[src/rtl/pattern_vg_pkg.sv]
// Shared definitions for the pattern_vg_ext test-pattern generator.
//   - Pattern code constants (codes 8..255 behave as passthrough).
//   - Colour-bar table: {r,g,b} component enables, bar 0 first.
//   - pix_max(): all-ones value of a colour channel of a given width.
package pattern_vg_pkg;

    localparam logic [7:0] PAT_PASS    = 8'd0;
    localparam logic [7:0] PAT_BORDER  = 8'd1;
    localparam logic [7:0] PAT_MOIRE_X = 8'd2;
    localparam logic [7:0] PAT_MOIRE_Y = 8'd3;
    localparam logic [7:0] PAT_HRAMP   = 8'd4;
    localparam logic [7:0] PAT_VRAMP   = 8'd5;
    localparam logic [7:0] PAT_BARS    = 8'd6;
    localparam logic [7:0] PAT_CHECK   = 8'd7;

    // white, yellow, cyan, green, magenta, red, blue, black
    localparam logic [0:7][2:0] BAR_RGB = {3'b111, 3'b110, 3'b011, 3'b010,
                                           3'b101, 3'b100, 3'b001, 3'b000};

    function automatic int unsigned pix_max(input int unsigned bits);
        return (bits >= 32'd32) ? 32'hFFFF_FFFF : ((32'd1 << bits) - 32'd1);
    endfunction

endpackage

[src/rtl/pattern_vg_ramp_acc.sv]
// Fixed-point ramp accumulator.
//   clk_in, reset : pixel clock, async active-low reset
//   load/load_val : current pixel sees load_val instead of the stored value
//   clr           : current pixel sees 0 (takes priority over load)
//   add           : store current value + step for the next pixel
//   step          : increment, ACC_W bits with FRAC_W fractional bits
//   level         : integer part of the value for the current pixel
// The accumulator wraps modulo 2^ACC_W; no saturation.
module pattern_vg_ramp_acc #(
    parameter int ACC_W  = 20,
    parameter int FRAC_W = 12
) (
    input  logic                     clk_in,
    input  logic                     reset,
    input  logic                     load,
    input  logic [ACC_W-1:0]         load_val,
    input  logic                     clr,
    input  logic                     add,
    input  logic [ACC_W-1:0]         step,
    output logic [ACC_W-FRAC_W-1:0]  level
);

    logic [ACC_W-1:0] acc_q;
    logic [ACC_W-1:0] val;

    // Load/clear act on the pixel being presented, so the first pixel of a
    // line (or frame) already sees the restarted ramp.
    always_comb begin
        if (clr)       val = '0;
        else if (load) val = load_val;
        else           val = acc_q;
    end

    assign level = val[ACC_W-1:FRAC_W];

    always_ff @(posedge clk_in or negedge reset) begin
        if (!reset)   acc_q <= '0;
        else if (add) acc_q <= val + step;
        else          acc_q <= val;
    end

endmodule

[src/rtl/pattern_vg_ext.sv]
// Second-generation video test-pattern generator, fixed 2-cycle pipeline.
//   clk_in, reset                  : pixel clock, async active-low reset
//   x, y, vn_in, hn_in, dn_in      : raster position and syncs/data enable
//   r_in, g_in, b_in               : upstream pixel
//   total_active_pix/lines         : active raster size
//   pattern                        : requested code, latched at frame start
//   ramp_step, ramp_mask           : ramp increment and {r,g,b} enables
//   check_log2, anim_en            : checker square size, scroll enable
//   vn_out, hn_out, den_out        : syncs delayed by 2
//   r_out, g_out, b_out            : generated pixel
//   pattern_cur                    : code in effect for the output pixel
// Stage 1 registers inputs plus per-pixel flags, ramp levels and bar index;
// stage 2 selects the colour.
module pattern_vg_ext
    import pattern_vg_pkg::*;
#(
    parameter int B               = 8,
    parameter int X_BITS          = 13,
    parameter int Y_BITS          = 13,
    parameter int FRACTIONAL_BITS = 12,
    parameter int FRAME_CNT_BITS  = 8
) (
    input  logic                         clk_in,
    input  logic                         reset,
    input  logic [X_BITS-1:0]            x,
    input  logic [Y_BITS-1:0]            y,
    input  logic                         vn_in,
    input  logic                         hn_in,
    input  logic                         dn_in,
    input  logic [B-1:0]                 r_in,
    input  logic [B-1:0]                 g_in,
    input  logic [B-1:0]                 b_in,
    input  logic [X_BITS-1:0]            total_active_pix,
    input  logic [Y_BITS-1:0]            total_active_lines,
    input  logic [7:0]                   pattern,
    input  logic [B+FRACTIONAL_BITS-1:0] ramp_step,
    input  logic [2:0]                   ramp_mask,
    input  logic [3:0]                   check_log2,
    input  logic                         anim_en,
    output logic                         vn_out,
    output logic                         hn_out,
    output logic                         den_out,
    output logic [B-1:0]                 r_out,
    output logic [B-1:0]                 g_out,
    output logic [B-1:0]                 b_out,
    output logic [7:0]                   pattern_cur
);

    localparam int STAGES = 2;
    localparam int ACC_W  = B + FRACTIONAL_BITS;
    localparam int CW     = (X_BITS > Y_BITS) ? X_BITS : Y_BITS;
    localparam logic [B-1:0] MAXV = B'(pix_max(B));

    typedef struct packed {
        logic [7:0]   pat;
        logic [B-1:0] r;
        logic [B-1:0] g;
        logic [B-1:0] b;
        logic         border;
        logic         mx;
        logic         my;
        logic         chk;
        logic [B-1:0] hval;
        logic [B-1:0] vval;
        logic [2:0]   bar;
        logic [2:0]   mask;
    } s1_t;

    // {vn, hn, dn} per stage
    logic [STAGES:1][2:0] sync_pipe;

    logic                      frame_start;
    logic [7:0]                pattern_q, pat_eff;
    logic [FRAME_CNT_BITS-1:0] frame_cnt_q, frame_cnt;
    logic                      last_pix, last_line;
    logic [B-1:0]              hval, vval;
    logic [X_BITS-1:0]         xs;
    logic                      chk;
    logic [X_BITS-1:0]         bw;
    logic [X_BITS-1:0]         bar_pos_q, bar_pos_cur, bar_pos_nxt;
    logic [2:0]                bar_idx_q, bar_idx_cur, bar_idx_nxt, bar_sel;
    s1_t                       s1_d, s1_q;
    logic [B-1:0]              r_d, g_d, b_d;
    logic [2:0]                bar_rgb;

    // ---------------------------------------------------------------- stage 1
    assign frame_start = dn_in && (x == '0) && (y == '0);
    assign pat_eff     = frame_start ? pattern : pattern_q;
    // The counter advances on the frame-start pixel itself so the whole frame
    // scrolls by one consistent offset.
    assign frame_cnt   = frame_start ? frame_cnt_q + FRAME_CNT_BITS'(1) : frame_cnt_q;
    assign last_pix    = (x == total_active_pix - X_BITS'(1));
    assign last_line   = (y == total_active_lines - Y_BITS'(1));

    pattern_vg_ramp_acc #(.ACC_W(ACC_W), .FRAC_W(FRACTIONAL_BITS)) u_hacc (
        .clk_in   (clk_in),
        .reset    (reset),
        .load     (x == '0),
        .load_val ('0),
        .clr      (1'b0),
        .add      (dn_in),
        .step     (ramp_step),
        .level    (hval)
    );

    pattern_vg_ramp_acc #(.ACC_W(ACC_W), .FRAC_W(FRACTIONAL_BITS)) u_vacc (
        .clk_in   (clk_in),
        .reset    (reset),
        .load     (1'b0),
        .load_val ('0),
        .clr      (frame_start),
        .add      (dn_in && last_pix),
        .step     (ramp_step),
        .level    (vval)
    );

    // Checker bit: bit check_log2 of (xs XOR y), out-of-range sizes give 0.
    assign xs  = x + (anim_en ? X_BITS'(frame_cnt) : X_BITS'(0));
    assign chk = |((CW'(xs) ^ CW'(y)) & (CW'(1) << check_log2));

    // Colour bars: position counter within the current bar plus a saturating
    // bar index, both restarting at x==0. Avoids a divider.
    assign bw          = total_active_pix >> 3;
    assign bar_pos_cur = (x == '0) ? '0 : bar_pos_q;
    assign bar_idx_cur = (x == '0) ? 3'd0 : bar_idx_q;
    assign bar_sel     = (bw == '0) ? 3'd7 : bar_idx_cur;

    always_comb begin
        bar_pos_nxt = bar_pos_cur;
        bar_idx_nxt = bar_idx_cur;
        if (dn_in) begin
            if (bar_pos_cur == bw - X_BITS'(1)) begin
                bar_pos_nxt = '0;
                if (bar_idx_cur != 3'd7) bar_idx_nxt = bar_idx_cur + 3'd1;
            end else begin
                bar_pos_nxt = bar_pos_cur + X_BITS'(1);
            end
        end
    end

    always_comb begin
        s1_d        = '0;
        s1_d.pat    = pat_eff;
        s1_d.r      = r_in;
        s1_d.g      = g_in;
        s1_d.b      = b_in;
        s1_d.border = (x == '0) || (y == '0) || last_pix || last_line;
        s1_d.mx     = x[0];
        s1_d.my     = y[0];
        s1_d.chk    = chk;
        s1_d.hval   = hval;
        s1_d.vval   = vval;
        s1_d.bar    = bar_sel;
        s1_d.mask   = ramp_mask;
    end

    always_ff @(posedge clk_in or negedge reset) begin
        if (!reset) begin
            pattern_q   <= '0;
            frame_cnt_q <= '0;
            bar_pos_q   <= '0;
            bar_idx_q   <= '0;
            s1_q        <= '0;
            sync_pipe   <= '0;
        end else begin
            if (frame_start) pattern_q <= pattern;
            frame_cnt_q  <= frame_cnt;
            bar_pos_q    <= bar_pos_nxt;
            bar_idx_q    <= bar_idx_nxt;
            s1_q         <= s1_d;
            sync_pipe[1] <= {vn_in, hn_in, dn_in};
            for (int i = 2; i <= STAGES; i++) sync_pipe[i] <= sync_pipe[i-1];
        end
    end

    // ---------------------------------------------------------------- stage 2
    always_comb begin
        bar_rgb = BAR_RGB[s1_q.bar];
        r_d = s1_q.r;
        g_d = s1_q.g;
        b_d = s1_q.b;
        case (s1_q.pat)
            PAT_BORDER: begin
                if (s1_q.border) begin
                    r_d = MAXV; g_d = MAXV; b_d = MAXV;
                end
            end
            PAT_MOIRE_X: begin
                r_d = s1_q.mx ? MAXV : '0;
                g_d = s1_q.mx ? MAXV : '0;
                b_d = s1_q.mx ? MAXV : '0;
            end
            PAT_MOIRE_Y: begin
                r_d = s1_q.my ? MAXV : '0;
                g_d = s1_q.my ? MAXV : '0;
                b_d = s1_q.my ? MAXV : '0;
            end
            PAT_HRAMP: begin
                r_d = s1_q.mask[2] ? s1_q.hval : '0;
                g_d = s1_q.mask[1] ? s1_q.hval : '0;
                b_d = s1_q.mask[0] ? s1_q.hval : '0;
            end
            PAT_VRAMP: begin
                r_d = s1_q.mask[2] ? s1_q.vval : '0;
                g_d = s1_q.mask[1] ? s1_q.vval : '0;
                b_d = s1_q.mask[0] ? s1_q.vval : '0;
            end
            PAT_BARS: begin
                r_d = bar_rgb[2] ? MAXV : '0;
                g_d = bar_rgb[1] ? MAXV : '0;
                b_d = bar_rgb[0] ? MAXV : '0;
            end
            PAT_CHECK: begin
                r_d = s1_q.chk ? MAXV : '0;
                g_d = s1_q.chk ? MAXV : '0;
                b_d = s1_q.chk ? MAXV : '0;
            end
            default: ;
        endcase
        // Only pure passthrough forwards blanking-interval data.
        if (!sync_pipe[1][0] && (s1_q.pat != PAT_PASS)) begin
            r_d = '0; g_d = '0; b_d = '0;
        end
    end

    always_ff @(posedge clk_in or negedge reset) begin
        if (!reset) begin
            r_out       <= '0;
            g_out       <= '0;
            b_out       <= '0;
            pattern_cur <= '0;
        end else begin
            r_out       <= r_d;
            g_out       <= g_d;
            b_out       <= b_d;
            pattern_cur <= s1_q.pat;
        end
    end

    assign {vn_out, hn_out, den_out} = sync_pipe[STAGES];

endmodule

[config.mk]
export PLATFORM = sky130hd
export DESIGN_NAME = pattern_vg_ext
export DESIGN_NICKNAME = d
export VERILOG_FILES = /design/src/rtl/pattern_vg_pkg.sv /design/src/rtl/pattern_vg_ramp_acc.sv /design/src/rtl/pattern_vg_ext.sv
export SDC_FILE = /design/constraint.sdc
export NUM_CORES = 1
export LEC_CHECK = 0
export CORE_MARGIN = 8
export CORE_UTILIZATION = 35
export DETAILED_ROUTE_END_ITERATION = 16
export RECOVER_POWER = 50
export SLEW_MARGIN = 0
export SYNTH_ARGS = -nofsm -noshare
export SYNTH_HDL_FRONTEND = slang
export SYNTH_SLANG_ARGS = --single-unit
[constraint.sdc]
create_clock -name clk_in -period 3.7 [get_ports clk_in]
set_input_delay 0.37 -clock clk_in [delete_from_list [all_inputs] [get_ports clk_in]]
set_output_delay 0.37 -clock clk_in [all_outputs]
set_load 0.005 [all_outputs]
==> results.py <==
metrics = {
    "status": {
        "status": "complete, but fails checks",
        "violations": "max-capacitance violations, max-slew violations",
    },
    "sta": {
        "slew-limit-headroom_pct": -20.6,
        "fin_setup_tns_ns": 0,
        "hold_slack_ns": 0.358,
        "setup_viol": 0,
        "clock_skew_ns": 0.0106,
        "worstMarginPinSlew_ns": 1.81,
        "period_needed_ns": 3.58,
        "fmax_mhz": 279,
        "timing.final.ws_setup_ns": 0.119,
        "hold_viol": 0,
        "fin_crit_sh_pct": 96.8,
        "slew_viol_final": 75,
    },
    "floorplan": {
        "die_h_um": 186,
        "initial_core_util_pct": 35.4,
        "die-area_mm2": 0.0346,
        "core_mm2": 0.0285,
        "die_w_um": 186,
        "rows": 62,
        "io_pins": 152,
    },
    "place": {
        "post-place-ws_ns": -0.489,
        "dpl_cell_area_mm2": 0.0128,
        "gp_congestion": 0.840,
        "port_buffers": 151,
        "dp.cells": 1678,
        "dpl.hpwl_mm": 21.4,
    },
    "synth": {
        "netlist.area_leader.share_pct": 39.6,
        "async_flop_share_pct": 100,
        "yosys-top-cells-count": "160 x dfrtp_1, 116 x nand2_1, 88 x o21ai_0",
        "syn_area_per_cell_um2": 9.38,
        "synthMuxAreaShare_pct": 2.82,
        "synthXorXnorAreaFrac_pct": 9.93,
        "yosysUniqueCellTypes": 81,
        "seq_area_frac_synth_pct": 39.6,
        "synth_compound_area_share_pct": 17.7,
        "synthAdderAreaFrac_pct": 7.15,
        "synthTopCellsByArea": "dfrtp_1 40%, ha_1 6.6%, xnor2_1 6.0%, o21ai_0 4.4%, nand2_1 4.3%",
        "ys_ff_latch": 160,
        "yosys.area_share.simple_pct": 19.5,
        "synth.most_common_cell": "dfrtp_1",
        "synth_top_area_cell": "dfrtp_1",
        "synth_top_family_by_area": "simple AND/OR/NAND/NOR gates",
        "synth_nets": 1252,
        "synthCells": 1079,
        "netlist_area_mm2": 0.0101,
        "ys_warn_count": 0,
        "synth_ff_type": "dfrtp_1",
        "synth_edf_count": 0,
    },
    "setup_path": {
        "critPathMaxStageDelay_ns": 0.44,
        "critPathLaunchType": "input pin",
        "path_common_cell": "o31a_1",
        "worstSetupPathType": "input pin to flop",
        "critical_path.top_delay_family": "compound AO/OA/AOI/OAI gates",
        "cp.arrival_ns": 3.87,
        "crit_buf_inv": 4,
        "slowest_stage": "clkdlybuf4s50_1",
        "path_max_fanout": 3,
        "critPathCaptureType": "flop",
        "critical_path.cell_chain": "clkdlybuf4s50_1 > nor3_2 > nand4_1 > buf_12 > and2_1 > ha_1 > inv_1 > fa_2 > nor2b_1 > o31a_1 > o21a_1 > o31a_1 > o221ai_2 > buf_4 > o21bai_1 > a211oi_2 > o31ai_2",
        "required_ns": 3.99,
    },
    "clock_network": {
        "cts.sinks": 160,
        "cts_buffers": 17,
        "clockBufferDepth": 2,
        "h-tree-depth": 4,
        "cts_tree": "built",
        "cts_root_buffer": "clkbuf_16",
        "clk_latency_ns": 0.42,
        "clk_pin_slew_ns": 0.06,
    },
    "global_route": {
        "grt.total_usage_pct": 16.2,
        "grt_pass1_vias": 8753,
        "grt_pass1_wl_mm": 45.1,
        "grt_max_degree": 75,
        "antenna_found_initial": 1,
        "globalRoute.totalOverflow": 0,
    },
    "final_layout": {
        "nNetsFinal": 1490,
        "n_fill_cell": 2741,
        "final_cells": 1715,
        "syn2layout_area_growth_pct": 34.5,
        "design_area_mm2": 0.0136,
        "drive_above_1_share_pct": 16.4,
        "post-route-util_pct": 47.7,
    },
    "detailed_routing": {
        "drc_errors": 0,
        "ant_nets": 0,
        "vias": 8656,
        "drt_iter0_drc": 497,
        "wl_per_cell_um": 16.3,
        "via_per_inst": 5.05,
        "drt_first_pass_iters": 5,
        "drt-total-wl_mm": 28.0,
    },
    "hold_path": {
        "min_path_type": "flop to flop",
    },
    "flow_run": {
        "drv_cap": 1,
    },
    "power": {
        "leakage_nw": 6.04,
        "power_mw": 5.73,
        "p_per_area_mw_per_mm2": 422,
        "ir_drop_v": 0.000297,
    },
}
==> state kept, by name, summed over array words and instances (netlist names), 3 cells and up <==
signal        cells
frame_cnt_q       8
bar_pos_q        13
r_out             8
u_hacc.acc_q     20
g_out             8
s1_q             58
b_out             8
bar_idx_q         3
u_vacc.acc_q     20
sync_pipe         3
pattern_cur       8
==> worst register-to-register path, delay by kind of cell, from the launching register on <==
kind                     cells  cell delay, ns
AO/OA/AOI/OAI                5            0.75
XOR/XNOR                     1            0.16
adder cells (fa/ha/maj)      2            0.72
buffers and inverters        1            0.15
flip-flops                   1            0.44
AND/OR/NAND/NOR              5            0.57
==> repair_timing <==
action                                 CTS  global route
hold buffers                             1             0
buffers inserted                         0             2
resized for setup                        3            42
pin swaps                                0            31
endpoints found under the hold margin   66             0
gates cloned                             0             1
setup endpoints to repair                3            12
==> final cells by class <==
| type | count | area (um^2) | share of cell area, % |
|---|---|---|---|
| multi-input combinational | 840 | 5960 | 43.8 |
| timing repair buffer | 268 | 2450 | 18.0 |
| clock inverter | 13 | 141 | 1.04 |
| tap | 384 | 480 | 3.53 |
| inverter | 30 | 113 | 0.828 |
| antenna | 1 | 2.50 | 0.0184 |
| clock buffer | 19 | 453 | 3.33 |
| sequential | 160 | 4000 | 29.4 |
==> layout by cell type, fill, tap and decap left out, types with 11 or more instances in the layout <==
| cell type | n |
|---|---|
| dfrtp_1 | 160 |
| nand2_1 | 116 |
| buf_4 | 108 |
| o21ai_0 | 85 |
| clkdlybuf4s50_1 | 81 |
| xnor2_1 | 68 |
| dlygate4sd3_1 | 62 |
| nor2_1 | 56 |
| and2_1 | 53 |
| ha_1 | 51 |
| xor2_1 | 43 |
| a21oi_1 | 34 |
| a31oi_1 | 32 |
| inv_1 | 29 |
| nand3_1 | 23 |
| nor3_1 | 22 |
| o21a_1 | 21 |
| clkbuf_16 | 18 |
| a21o_1 | 14 |
| mux2_2 | 14 |
| and3_1 | 12 |
| nand2b_1 | 11 |
==> power breakdown <==
part / internal (mW) / total (mW) / switching (mW)
Combinational: 0.981 / 1.90 / 0.924
Clock: 0.992 / 1.76 / 0.772
Sequential: 1.97 / 2.07 / 0.0984
Total: 3.94 / 5.73 / 1.79
==> layer usage <==
| metal | global-route usage (%) | share of wire, % |
|---|---|---|
| met1 | 20.5 | 45 |
| met3 | 3.26 | 4.1 |
| met5 | 0 | 0 |
| met2 | 28.4 | 50 |
| met4 | 3.27 | 1.0 |
==> cells by family after synthesis <==
kind of cell,after synthesis
DFF,160
xor gates and xnor gates,113
and+or+nand+nor,375
adders and majority gates,56
muxes,23
AOI/OAI and AO/OA,273
buffers and inverters,79
==> path summary, 6_finish.rpt <==
check,startpoint,slack [ns],depth (start not counted),end
setup / recovery,x[9],0.12,17,u_hacc.acc_q[16]
hold / removal,sync_pipe[1],0.36,0,hn_out
setup reg to reg,frame_cnt_q[0],0.83,14,s1_q[22]
hold reg to reg,sync_pipe[1],0.36,0,hn_out
max in group asynchronous,reset,0.97,3,sync_pipe[2]
min in group asynchronous,reset,0.96,2,pattern_cur[7]
(Power assumes the default switching activity.)
